`config.mk`:
```
export PLATFORM = sky130hd
export DESIGN_NAME = mac_sequencer_flat
export DESIGN_NICKNAME = d
export VERILOG_FILES = /design/src/rtl/mac_pkg.sv /design/src/rtl/mac_sequencer_if.sv /design/src/rtl/mac_result_serializer.sv /design/src/rtl/mac_sequencer.sv /design/src/flat_wrapper.sv
export SDC_FILE = /design/constraint.sdc
export NUM_CORES = 1
export LEC_CHECK = 0
export ABC_AREA = 1
export BUFFER_PORTS_ARGS = -buffer_cell sky130_fd_sc_hd__buf_2
export CORE_UTILIZATION = 45
export DETAILED_ROUTE_END_ITERATION = 10
export PLACE_DENSITY = 0.71
export SLEW_MARGIN = 20
export SYNTH_ARGS = -nofsm -noshare
export SYNTH_HDL_FRONTEND = slang
export SYNTH_HIERARCHICAL = 1
export SYNTH_SLANG_ARGS = --single-unit
export TNS_END_PERCENT = 100
```
`constraint.sdc`:
```
create_clock -name clk -period 1.6 [get_ports clk]
set_clock_uncertainty 0.05 [all_clocks]
set_input_delay 0.08 -clock clk [delete_from_list [all_inputs] [get_ports clk]]
set_output_delay 0.08 -clock clk [all_outputs]
set_load 0.05 [all_outputs]
```
`src/rtl/mac_pkg.sv`:
```
// Shared types and sizing helpers for the MAC sequencer and its result serializer.
package mac_pkg;

  localparam int unsigned DefDataW = 8;
  localparam int unsigned DefResW  = 41;

  typedef enum logic [2:0] {
    StIdle,
    StClear,
    StLoadA,
    StLoadB,
    StIssue,
    StDrain,
    StSend
  } state_e;

  // Number of whole bytes needed to carry a result of res_w bits.
  function automatic int unsigned calc_out_bytes(int unsigned res_w, int unsigned data_w);
    return (res_w + data_w - 1) / data_w;
  endfunction

endpackage

```
`src/rtl/mac_sequencer_if.sv`:
```
// Byte-wide valid/ready stream used for the operand input and the result output.
interface mac_sequencer_if
  import mac_pkg::*;
#(
  parameter int unsigned DATA_W = DefDataW
) ();

  logic              valid;
  logic              ready;
  logic [DATA_W-1:0] data;

  modport master (output valid, output data, input ready);
  modport slave  (input valid, input data, output ready);

endinterface

```
`src/rtl/mac_result_serializer.sv`:
```
// Latches the final accumulator value and shifts it out MSB-first, one byte per handshake.
module mac_result_serializer
  import mac_pkg::*;
#(
  parameter int unsigned DATA_W = DefDataW,
  parameter int unsigned RES_W  = DefResW
) (
  input  logic              clk,
  input  logic              rst,
  input  logic              clear,
  input  logic              load,
  input  logic [RES_W-1:0]  result,
  input  logic              valid,
  input  logic              ready,
  output logic [DATA_W-1:0] data,
  output logic              last
);

  localparam int unsigned OUT_BYTES = calc_out_bytes(RES_W, DATA_W);
  localparam int unsigned ShW       = OUT_BYTES * DATA_W;
  localparam int unsigned CntW      = $clog2(OUT_BYTES + 1);
  localparam logic [CntW-1:0] CntLast = CntW'(OUT_BYTES - 1);

  logic [ShW-1:0]  shift_q;
  logic [CntW-1:0] cnt_q;
  logic            hs;

  assign hs   = valid & ready;
  assign last = hs & (cnt_q == CntLast);

  // Shifting zeros in means the register is empty again once every byte has gone.
  always_ff @(posedge clk) begin
    if (rst || clear) begin
      shift_q <= '0;
      cnt_q   <= '0;
    end else if (load) begin
      shift_q <= ShW'(result);
      cnt_q   <= '0;
    end else if (hs) begin
      shift_q <= shift_q << DATA_W;
      cnt_q   <= last ? '0 : cnt_q + 1'b1;
    end
  end

  assign data = shift_q[ShW-1 -: DATA_W];

endmodule

```
`src/rtl/mac_sequencer.sv`:
```
// Framed MAC controller: clear, collect COUNT operand pairs, issue, drain, serialise result.
module mac_sequencer
  import mac_pkg::*;
#(
  parameter int unsigned COUNT   = 8,
  parameter int unsigned DATA_W  = DefDataW,
  parameter int unsigned RES_W   = DefResW,
  parameter int unsigned MAC_LAT = 2
) (
  input  logic              clk,
  input  logic              rst,
  input  logic              start,
  input  logic              abort,
  mac_sequencer_if.slave    in_if,
  output logic              mac_clr,
  output logic              mac_en,
  output logic [DATA_W-1:0] mac_a,
  output logic [DATA_W-1:0] mac_b,
  input  logic [RES_W-1:0]  mac_result,
  mac_sequencer_if.master   out_if,
  output logic              busy,
  output logic              done
);

  localparam int unsigned SmpW  = $clog2(COUNT + 1);
  localparam int unsigned WaitW = $clog2(MAC_LAT + 1);
  localparam logic [SmpW-1:0]  SmpLast  = SmpW'(COUNT - 1);
  localparam logic [WaitW-1:0] WaitLast = WaitW'(MAC_LAT - 1);

  state_e state_q, state_d;

  logic [SmpW-1:0]   smp_q;
  logic [WaitW-1:0]  wait_q;
  logic [DATA_W-1:0] mac_a_q, mac_b_q;
  logic              in_ready_q, in_ready_d;
  logic              mac_clr_q, mac_clr_d;
  logic              mac_en_q, mac_en_d;
  logic              out_valid_q, out_valid_d;
  logic              busy_q, busy_d;
  logic              done_q, done_d;

  logic              in_hs;
  logic              abort_hit;
  logic              smp_last;
  logic              wait_last;
  logic              ser_load;
  logic              ser_last;
  logic [DATA_W-1:0] ser_data;

  assign in_hs     = in_if.valid & in_ready_q;
  assign abort_hit = abort & (state_q != StIdle);
  assign smp_last  = smp_q == SmpLast;
  assign wait_last = wait_q == WaitLast;
  assign ser_load  = (state_q == StDrain) & wait_last & ~abort_hit;

  // State and registered outputs; outputs follow the state being entered.
  always_ff @(posedge clk) begin
    if (rst) begin
      state_q     <= StIdle;
      in_ready_q  <= 1'b0;
      mac_clr_q   <= 1'b0;
      mac_en_q    <= 1'b0;
      out_valid_q <= 1'b0;
      busy_q      <= 1'b0;
      done_q      <= 1'b0;
    end else begin
      state_q     <= state_d;
      in_ready_q  <= in_ready_d;
      mac_clr_q   <= mac_clr_d;
      mac_en_q    <= mac_en_d;
      out_valid_q <= out_valid_d;
      busy_q      <= busy_d;
      done_q      <= done_d;
    end
  end

  always_comb begin
    state_d = state_q;
    case (state_q)
      StIdle:  if (start && !abort) state_d = StClear;
      StClear: state_d = StLoadA;
      StLoadA: if (in_hs) state_d = StLoadB;
      StLoadB: if (in_hs) state_d = StIssue;
      StIssue: state_d = smp_last ? StDrain : StLoadA;
      StDrain: if (wait_last) state_d = StSend;
      StSend:  if (ser_last) state_d = StIdle;
      default: state_d = StIdle;
    endcase
    if (abort_hit) state_d = StIdle;
  end

  // An abort also clears the accumulator so a half-built sum never leaks into the next frame.
  always_comb begin
    in_ready_d  = (state_d == StLoadA) || (state_d == StLoadB);
    mac_clr_d   = (state_d == StClear) || abort_hit;
    mac_en_d    = state_d == StIssue;
    out_valid_d = state_d == StSend;
    busy_d      = state_d != StIdle;
    done_d      = ser_last && !abort_hit;
  end

  always_ff @(posedge clk) begin
    if (rst) begin
      smp_q   <= '0;
      wait_q  <= '0;
      mac_a_q <= '0;
      mac_b_q <= '0;
    end else if (abort_hit) begin
      smp_q  <= '0;
      wait_q <= '0;
    end else begin
      if (state_q == StLoadA && in_hs) mac_a_q <= in_if.data;
      if (state_q == StLoadB && in_hs) mac_b_q <= in_if.data;
      if (state_q == StIssue) smp_q <= smp_last ? '0 : smp_q + 1'b1;
      if (state_q == StDrain) wait_q <= wait_last ? '0 : wait_q + 1'b1;
    end
  end

  mac_result_serializer #(
    .DATA_W (DATA_W),
    .RES_W  (RES_W)
  ) u_serializer (
    .clk    (clk),
    .rst    (rst),
    .clear  (abort_hit),
    .load   (ser_load),
    .result (mac_result),
    .valid  (out_valid_q),
    .ready  (out_if.ready),
    .data   (ser_data),
    .last   (ser_last)
  );

  assign in_if.ready  = in_ready_q;
  assign mac_clr      = mac_clr_q;
  assign mac_en       = mac_en_q;
  assign mac_a        = mac_a_q;
  assign mac_b        = mac_b_q;
  assign out_if.valid = out_valid_q;
  assign out_if.data  = ser_data;
  assign busy         = busy_q;
  assign done         = done_q;

endmodule
```
`src/flat_wrapper.sv`:
```
// flat-port wrapper written by rule: the top's interface ports become plain ports
module mac_sequencer_flat import mac_pkg::*;
#(
  parameter int unsigned COUNT   = 8,
  parameter int unsigned DATA_W  = DefDataW,
  parameter int unsigned RES_W   = DefResW,
  parameter int unsigned MAC_LAT = 2
)
  (clk, rst, start, abort, mac_clr, mac_en, mac_a, mac_b, mac_result, busy, done, in_if_valid, in_if_data, in_if_ready, out_if_valid, out_if_data, out_if_ready);
  mac_sequencer_if #(.DATA_W(DATA_W)) in_if_i ();
  mac_sequencer_if #(.DATA_W(DATA_W)) out_if_i ();
  input  logic clk;
  input  logic rst;
  input  logic start;
  input  logic abort;
  output logic mac_clr;
  output logic mac_en;
  output logic [DATA_W-1:0] mac_a;
  output logic [DATA_W-1:0] mac_b;
  input  logic [RES_W-1:0] mac_result;
  output logic busy;
  output logic done;
  input wire logic [$bits(in_if_i.valid)-1:0] in_if_valid;
  input wire logic [$bits(in_if_i.data)-1:0] in_if_data;
  output wire logic [$bits(in_if_i.ready)-1:0] in_if_ready;
  output wire logic [$bits(out_if_i.valid)-1:0] out_if_valid;
  output wire logic [$bits(out_if_i.data)-1:0] out_if_data;
  input wire logic [$bits(out_if_i.ready)-1:0] out_if_ready;
  assign in_if_i.valid = in_if_valid;
  assign in_if_i.data = in_if_data;
  assign in_if_ready = in_if_i.ready;
  assign out_if_valid = out_if_i.valid;
  assign out_if_data = out_if_i.data;
  assign out_if_i.ready = out_if_ready;
  mac_sequencer #(.COUNT(COUNT), .DATA_W(DATA_W), .RES_W(RES_W), .MAC_LAT(MAC_LAT)) u_core (.clk(clk), .rst(rst), .start(start), .abort(abort), .in_if(in_if_i), .mac_clr(mac_clr), .mac_en(mac_en), .mac_a(mac_a), .mac_b(mac_b), .mac_result(mac_result), .out_if(out_if_i), .busy(busy), .done(done));
endmodule
```
==> metrics.txt, run 1 <==
DR iter-0 viols=181; Worst-Margin Slew=0.552 ns; syn_nets=588; R2R Setup Slk=0.04 ns; Leak=2.14 nW; via count=3638; Core ar.=7850 um2; HPWL Detailed=5.82 mm; Final Cell Area=4760 um2; routed len/inst=12.8 um; antenna violations before repair=0; Antenna Nets Post-Route=0; Crit Path Category=reg -> reg; pwr dens=776 nW/um2; largest net degree at the start of global routing=51; area leader, netlist=dfxtp_1; Tmin final=1.56 ns; top cells by area, synth=dfxtp_1 (44%), nand2_1 (18%), nand3_1 (7.3%), a21oi_1 (6.7%), nor2_1 (6.1%); Worst VDD drop=0.462 mV; Rows=32; area grow syn2layout=27.7%; final WL=9.43 mm; Post-synth top cells=nand2_1 (176), dfxtp_1 (82), nor2_1 (61); Setup crit start kind=register; yosys warns=6; HP Class=in -> reg; Post-synth EDFFs=0; DIE WIDTH=93.0 um; worst-path maximum fanout=14; f_max=0.641 GHz; final worst-path cycle share=97.5%; clock transition at the registers of the reported paths=0.08 ns; Clock Tree Root=clkbuf_8; CP Launch Point=u_core/state_q[1]; Netlist Area Pre-Place=3730 um2; IO buf count=84; drt via density=4.96; register area share after synthesis=44.1%; Skew-Pair Late Insertion Delay=0.35 ns; Reg2Reg Depth=9; post-synthesis register bit count=82; reg2reg end=u_core/u_serializer/shift_q[26]; H-tree depth=3; crit path to=u_core/u_serializer/shift_q[26]; relative slew slack=63.2%; Placed Area=4220 um2; vias in the first global route=3422; global route overflow=0; cell with the most instances after synthesis=nand2_1; CTS tree=done; Max Transition Viols Final=0; layout net count=685; CP arrival=1.79 ns; final setup margin=0.0401 ns; clock sinks=82; antenna fix cells=0; Initial Util=47.5%; RSZ-0062 raised after global routing=yes; Gate Count Post-Synth=530; DRC errors left=0; post-place setup slack=-0.0107 ns; Pwr Total=3.69 mW; first-pass GRT wire length=14.5 mm; GP Congestion=0.836; # setup viols final=0; die area=8650 um2; share of layout cells above drive strength 1=25.2%; Clock Path Buffers=2; Fin. Hold Viols=0; Critical Path Sink Type=register; GRT Overall Usage=21.1%; Async SR Flop Fraction=0%; drt first pass iters=4; outcome=finished clean; Die H=93.0 um; Yosys cell types=30; Syn Area/Cell=7.03 um2; CTS Buf Count=9; Worst R2R Start=u_core/state_q[1]; required time of the critical path=1.83 ns; dominant synthesized flop cell=dfxtp_1; num ports=85; Fin Hold WS=0.0130 ns; Yosys top cell area share=44.1%; Max Cap Violations=0
[sequential cells by signal, indices dropped and copies added (netlist names)]
signal,flops
u_core/wait_q,2
u_core/done,1
u_core/out_if.valid,1
u_core/smp_q,4
u_core/mac_b,8
u_core/state_q,3
u_core/busy,1
u_core/u_serializer/cnt_q,3
u_core/mac_clr,1
u_core/mac_en,1
u_core/mac_a,8
u_core/in_if.ready,1
u_core/u_serializer/shift_q,48
[worst max-delay path: stages (launching register included)]
cell,delay [ns]
dfxtp_2,0.34
nand3b_1,0.19
nor2_2,0.15
nand2_2,0.07
inv_4,0.12
inv_8,0.08
nand2_8,0.09
clkbuf_16,0.17
nand2_1,0.08
a21oi_1,0.15
[report_power, final]
group	leakage [nW]	internal, mW	switching (mW)
clock	0.0851	0.598	0.734
sequential	0.664	2.05	0.00712
combinational	1.39	0.134	0.168
total	2.14	2.78	0.909
[routing by layer]
layer  vias up  global-route usage, %  wire, um
met5         -                      0         0
met4         0                   10.1       157
met3        16                   3.74       507
met2        99                   36.7      4620
met1      1657                   24.9      4140
li1       1866                      -         -
[per-stage QoR]
stage	setup TNS [ns]	util [%]	cells
5_1_grt	-0.0459	60.7	734
3_5_place_dp	-0.0373	53.8	695
2_1_floorplan	0	-	530
4_1_cts	0	58.1	728
6_report	0	60.7	734
3_3_place_gp	0	53.8	695
[repair_timing]
| item | CTS | global route |
|---|---|---|
| setup buffers | 0 | 1 |
| cloned | 0 | 5 |
| endpoints found under the setup margin | 16 | 52 |
| resized for setup | 1 | 22 |
| pin swaps | 0 | 6 |
| hold buffers | 17 | 0 |
| hold endpoints to repair | 25 | 0 |
[kinds of logic (layout without fill, tap and decap cells)]
family                     after synthesis  after routing  share of synthesized area (%)
adders and majority gates                3              3                           1.01
and+or+nand+nor                        308            308                           35.5
DFF                                     82             82                           44.1
AOI/OAI and AO/OA                       72             72                           9.77
xor gates and xnor gates                 2              2                          0.470
buffers and inverters                   63            165                           9.23
[cells in the final DEF (no fill, tap or decap), types with 3 or more instances in the layout]
master | Yosys | final
buf_12 | 0 | 5
clkbuf_16 | 0 | 5
inv_1 | 20 | 17
o21ai_0 | 20 | 20
nor2_4 | 2 | 3
nand2_2 | 4 | 4
dfxtp_1 | 82 | 75
nor2_2 | 1 | 4
dlygate4sd3_1 | 0 | 17
a21oi_1 | 50 | 49
buf_4 | 14 | 11
clkinv_2 | 0 | 3
nand2_1 | 176 | 174
clkbuf_8 | 0 | 10
inv_2 | 4 | 6
nor2_1 | 61 | 57
dfxtp_2 | 0 | 7
nand2_4 | 3 | 4
nand3_1 | 54 | 53
buf_2 | 11 | 84
[how the worst min path moves through the flow]
stage                        start                              end  depth (start not counted)
CTS                 mac_result[34]  u_core/u_serializer/shift_q[34]                          5
finish              mac_result[23]  u_core/u_serializer/shift_q[23]                          5
floorplan            in_if_data[0]                  u_core/mac_a[0]                          2
global route        mac_result[34]  u_core/u_serializer/shift_q[34]                          5
detailed placement   in_if_data[3]                  u_core/mac_a[3]                          3
global placement     in_if_data[7]                  u_core/mac_a[7]                          3
[area by class of cell]
class                           instances  area (um2)
Clock buffer                           11         141
Clock inverter                          5        30.0
Fill cell                             737        3090
Inverter                               26         110
Multi-Input combinational cell        385        1790
Sequential cell                        82        1650
Tap cell                              102         128
Timing Repair Buffer                  123         910
Note: power is estimated with default switching activity, not from simulation.
==> run 2, diff against run 1 <==
--- a/config.mk
+++ b/config.mk
@@ -9,6 +9,7 @@
 export BUFFER_PORTS_ARGS = -buffer_cell sky130_fd_sc_hd__buf_2
 export CORE_UTILIZATION = 45
 export DETAILED_ROUTE_END_ITERATION = 10
+export MAX_ROUTING_LAYER = met4
 export PLACE_DENSITY = 0.71
 export SLEW_MARGIN = 20
 export SYNTH_ARGS = -nofsm -noshare
==> run 2 against run 1 <==
Against the previous run:
- worst setup slack better by 0.027 ns
- routed wire length down 5.4%
- clock power about the same
- first-iteration DRC count down 28%
- critical path depth unchanged
- critical path type unchanged
==> metrics.txt, run 2 (synthesis gave the netlist of run 1 again) <==
routed len/inst=12.2 um (-5.0%); clock transition at the registers of the reported paths=0.08 ns (about the same); Core ar.=7850 um2 (unchanged); global route overflow=0 (unchanged); drt first pass iters=5 (+1); R2R Setup Slk=0.07 ns (+0.03 ns); f_max=0.652 GHz (+1.7%); Placed Area=4220 um2 (unchanged); Biggest register=u_core/u_serializer/shift_q; Fin. Hold Viols=0 (unchanged); DIE WIDTH=93.0 um (unchanged); worst-path maximum fanout=14 (unchanged); Initial Util=47.5% (unchanged); DR iter-0 viols=130 (-28%); Final Cell Area=4670 um2 (-1.8%); final WL=8.92 mm (-5.4%); vias in the first global route=3410 (-0.35%); first-pass GRT wire length=14.5 mm (about the same); via count=3613 (-0.69%); area grow syn2layout=25.4%; TNS Setup=0 ns (unchanged); HPWL Detailed=5.82 mm (unchanged); Largest register FFs=48 (unchanged); Worst VDD drop=0.478 mV (+3.5%); Worst-Margin Slew=0.511 ns (-0.0410 ns); placed cells=695 (unchanged); largest net degree at the start of global routing=51 (unchanged); share of layout cells above drive strength 1=24.8% (-0.36 points); layout net count=682 (-0.44%); final std cells w/o fill=731 (-0.41%); required time of the critical path=1.83 ns (about the same); commonest non-fill, non-tap cell in the layout=nand2_1; antenna violations before repair=0 (unchanged); relative slew slack=66.0% (+2.7 points); num ports=85 (unchanged); Pwr Total=3.70 mW (+0.15%); IO buf count=84 (unchanged); pwr dens=791 nW/um2 (+2.0%); Max Cap Violations=0 (unchanged); Rows=32 (unchanged); Critical Path Sink Type=register; Antenna Nets Post-Route=0 (unchanged); CP arrival=1.77 ns (-0.02 ns); CTS tree=done; RSZ-0062 raised after global routing=yes; Clock Path Buffers=2 (unchanged); outcome=finished clean; Die H=93.0 um (unchanged); # setup viols final=0 (unchanged); DRC errors left=0 (unchanged); final worst-path cycle share=95.8% (-1.7 points); GRT Overall Usage=21.6% (+0.57 points); HP Class=in -> reg; Crit Path Category=reg -> reg; Leak=2.10 nW (-2.0%); drt via density=4.94 (-0.28%); clock sinks=82 (unchanged); GP Congestion=0.849 (+1.5%); CTS Buf Count=9 (unchanged); H-tree depth=3 (unchanged); Tmin final=1.53 ns (-0.0266 ns); antenna fix cells=0 (unchanged); most frequent cells in the layout=nand2_1 (173), buf_2 (84), dfxtp_1 (76); die area=8650 um2 (unchanged); Skew-Pair Late Insertion Delay=0.35 ns (about the same); Max Transition Viols Final=0 (unchanged); Clock Tree Root=clkbuf_8; Setup crit start kind=register
[run 2: layout make-up]
type,instances,area (um2)
clock buffers,11,141
clock inverters,5,30.0
fillers,757,3180
inverters,26,105
multi-input cells,385,1780
flip-flops and latches,82,1650
well taps,102,128
repair buffers,120,835
[run 2: power by group]
group	total (mW)	internal, mW	switching (mW)
Sequential	2.06	2.05	0.00694
Clock	1.34	0.598	0.740
Combinational	0.302	0.134	0.168
[run 2: final timing paths]
| path | cells after the start | startpoint | end |
|---|---|---|---|
| worst max-delay path | 9 | u_core/state_q[1] | u_core/u_serializer/shift_q[26] |
| worst min-delay path | 5 | mac_result[23] | u_core/u_serializer/shift_q[23] |
| worst max register to register | 9 | u_core/state_q[1] | u_core/u_serializer/shift_q[26] |
| worst min register to register | 2 | u_core/wait_q[1] | u_core/wait_q[1] |
[run 2: routing by layer]
metal | track usage, % | part of all wire (%)
met3 | 3.50 | 5.1
met5 | - | 0
met2 | 36.6 | 49
met4 | 10.1 | 1.8
met1 | 25.1 | 44
[run 2: critical path: stages, from the launching register on]
cell and delay (ns):
dfxtp_2 0.34, nand3b_1 0.19, nor2_2 0.11, nand2_1 0.07, inv_2 0.10, clkinv_4 0.10, nand2_4 0.12, clkbuf_16 0.18
nand2_1 0.07, a21oi_1 0.14
[run 2: what timing repair did]
| item | 4_1_cts | 5_1_grt |
|---|---|---|
| gates resized for setup | 1 | 19 |
| hold endpoints to repair | 25 | 0 |
| endpoints found under the setup margin | 16 | 52 |
| pin swaps | 0 | 5 |
| hold buffers | 17 | 0 |
| buffers inserted | 0 | 1 |
| gates cloned | 0 | 2 |
[run 2: metrics by stage]
step	utilization [%]	hold slack, ns	setup slack, ns
final	59.5	0.0112	0.0667
after global routing	59.5	0.0324	-0.0192
after CTS	58.1	0.00212	0.0381
after detailed placement	53.8	0.273	-0.0107
after global placement	53.8	0.272	0.0311
after floorplan	-	0.165	0.00208
==> run 3, diff against run 2 <==
--- a/config.mk
+++ b/config.mk
@@ -9,6 +9,7 @@
 export BUFFER_PORTS_ARGS = -buffer_cell sky130_fd_sc_hd__buf_2
 export CORE_UTILIZATION = 45
 export DETAILED_ROUTE_END_ITERATION = 10
+export HOLD_SLACK_MARGIN = 0.15
 export MAX_ROUTING_LAYER = met4
 export PLACE_DENSITY = 0.71
 export SLEW_MARGIN = 20
==> run 3 against run 2 <==
Against the previous run:
- combinational power increased by 23%
- highest routed layer unchanged
- clock-buffer cell count unchanged
- maximum frequency fell by 0.60%
- via count is 5.5% higher
- final area grew 7.8%
- non-clock buffer count up 35
- total power grew 2.0%
- routed wire length grew 12%
- sequential power about the same
- largest power group unchanged
- cell count up 4.8%
- utilization rose by 4.6 points
==> metrics.txt, run 3 (synthesis gave the netlist of run 1 again) <==
share of layout cells above drive strength 1=23.3% (-1.5 points); Initial Util=47.5% (unchanged); CP arrival=1.75 ns (-0.02 ns); Worst-Margin Slew=0.529 ns (+0.0181 ns); CTS Buf Count=9 (unchanged); fillers=704 (-7.0%); antenna fix cells=0 (unchanged); Final Cell Area=5030 um2 (+7.8%); drt first pass iters=5 (unchanged); antenna violations before repair=0 (unchanged); drt via density=4.98 (+0.69%); via count=3812 (+5.5%); Fin. Hold Viols=0 (unchanged); IO buf count=84 (unchanged); Die H=93.0 um (unchanged); Pwr Total=3.77 mW (+2.0%); # setup viols final=0 (unchanged); Rows=32 (unchanged); Leak=2.25 nW (+7.3%); commonest non-fill, non-tap cell in the layout=nand2_1; Clock Tree Root=clkbuf_8; Core Util, Final=64.2% (+4.6 points); Antenna Nets Post-Route=0 (unchanged); global route overflow=0 (unchanged); most frequent cells in the layout=nand2_1 (175), buf_2 (84), dfxtp_1 (75); final WL=10.0 mm (+12%); Setup crit start kind=register; Biggest register=u_core/u_serializer/shift_q; die area=8650 um2 (unchanged); final setup margin=0.0574 ns (-0.00932 ns); layout net count=717 (+5.1%); Placed Area=4220 um2 (unchanged); clock transition at the registers of the reported paths=0.09 ns (about the same); Core ar.=7850 um2 (unchanged); H-tree depth=3 (unchanged); DRC errors left=0 (unchanged); Skew-Pair Late Insertion Delay=0.35 ns (about the same); placed cells=695 (unchanged); Max Cap Violations=0 (unchanged); GRT Overall Usage=23.4% (+1.8 points); post-place setup slack=-0.0107 ns (unchanged); CTS tree=done; HPWL Detailed=5.82 mm (unchanged); HP Class=in -> reg; Fin Hold WS=0.165 ns (+0.154 ns); TNS Setup=0 ns (unchanged); routed len/inst=13.1 um (+7.1%); Worst VDD drop=0.479 mV (+0.24%); num ports=85 (unchanged); final worst-path cycle share=96.4% (+0.58 points); first-pass GRT wire length=15.6 mm (+7.4%); Crit Path Category=reg -> reg; final std cells w/o fill=766 (+4.8%); clock sinks=82 (unchanged); Critical Path Sink Type=register; Tmin final=1.54 ns (+0.00932 ns); area grow syn2layout=35.1%; GP Congestion=0.849 (unchanged); required time of the critical path=1.80 ns (-0.03 ns); outcome=finished clean; pwr dens=749 nW/um2 (-5.4%); largest net degree at the start of global routing=51 (unchanged); DIE WIDTH=93.0 um (unchanged); Largest register FFs=48 (unchanged); worst-path maximum fanout=50 (+36); DR iter-0 viols=203 (+56%); vias in the first global route=3656 (+7.2%); f_max=0.648 GHz (-0.60%); relative slew slack=64.8% (-1.2 points); Max Transition Viols Final=0 (unchanged); Clock Path Buffers=2 (unchanged)
[run 3: changes by cell type in the layout (fill, tap and decap cells not counted), sizes merged]
cell	change
inv	+1
clkinv	-1
clkbuf	+1
dlygate4sd3	+34
[run 3: routing by layer]
layer / GRT usage (%) / part of all wire, % / wire [um] / up-vias
met3: 3.41 / 4.4 / 436 / 22
met1: 26.3 / 43 / 4280 / 1736
met4: 12.9 / 2.3 / 232 / 0
met5: - / 0 / 0 / -
li1: - / - / - / 1935
met2: 40.1 / 51 / 5060 / 119
[run 3: worst paths after layout]
kind                        from                        endpoint  cells past startpoint  slack (ns)
max          u_core/out_if.valid  u_core/u_serializer/shift_q[9]                      6        0.06
min                 out_if_ready    u_core/u_serializer/cnt_q[0]                      6        0.17
max reg2reg  u_core/out_if.valid  u_core/u_serializer/shift_q[9]                      6        0.06
min reg2reg     u_core/wait_q[1]                u_core/wait_q[1]                      2        0.39
[run 3: worst max-delay path, stage by stage (launching register included)]
cell       delay [ns]
dfxtp_2          0.33
nand2_2          0.09
buf_4            0.46
nand2_4          0.14
clkbuf_16        0.21
nand2_1          0.09
a21oi_1          0.07
[run 3: cell type report]
type                    instances  area (um2)  area share [%]
flip-flops and latches         82        1650            32.8
inverters                      26         110            2.19
multi-input cells             385        1780            35.3
clock inverters                 5        30.0           0.596
repair buffers                155        1200            23.8
well taps                     102         128            2.53
clock buffers                  11         141            2.81
[run 3: timing repair]
action	CTS	global route
hold buffers	51	0
gates cloned	0	3
resized for setup	1	19
endpoints found under the setup margin	16	51
endpoints found under the hold margin	66	0
buffers inserted	0	1
pin swaps	0	5
[run 3: power by group]
group          internal [mW]  switching (mW)
clock network          0.598           0.745
registers               2.05         0.00701
logic                  0.188           0.182
total                   2.84           0.933
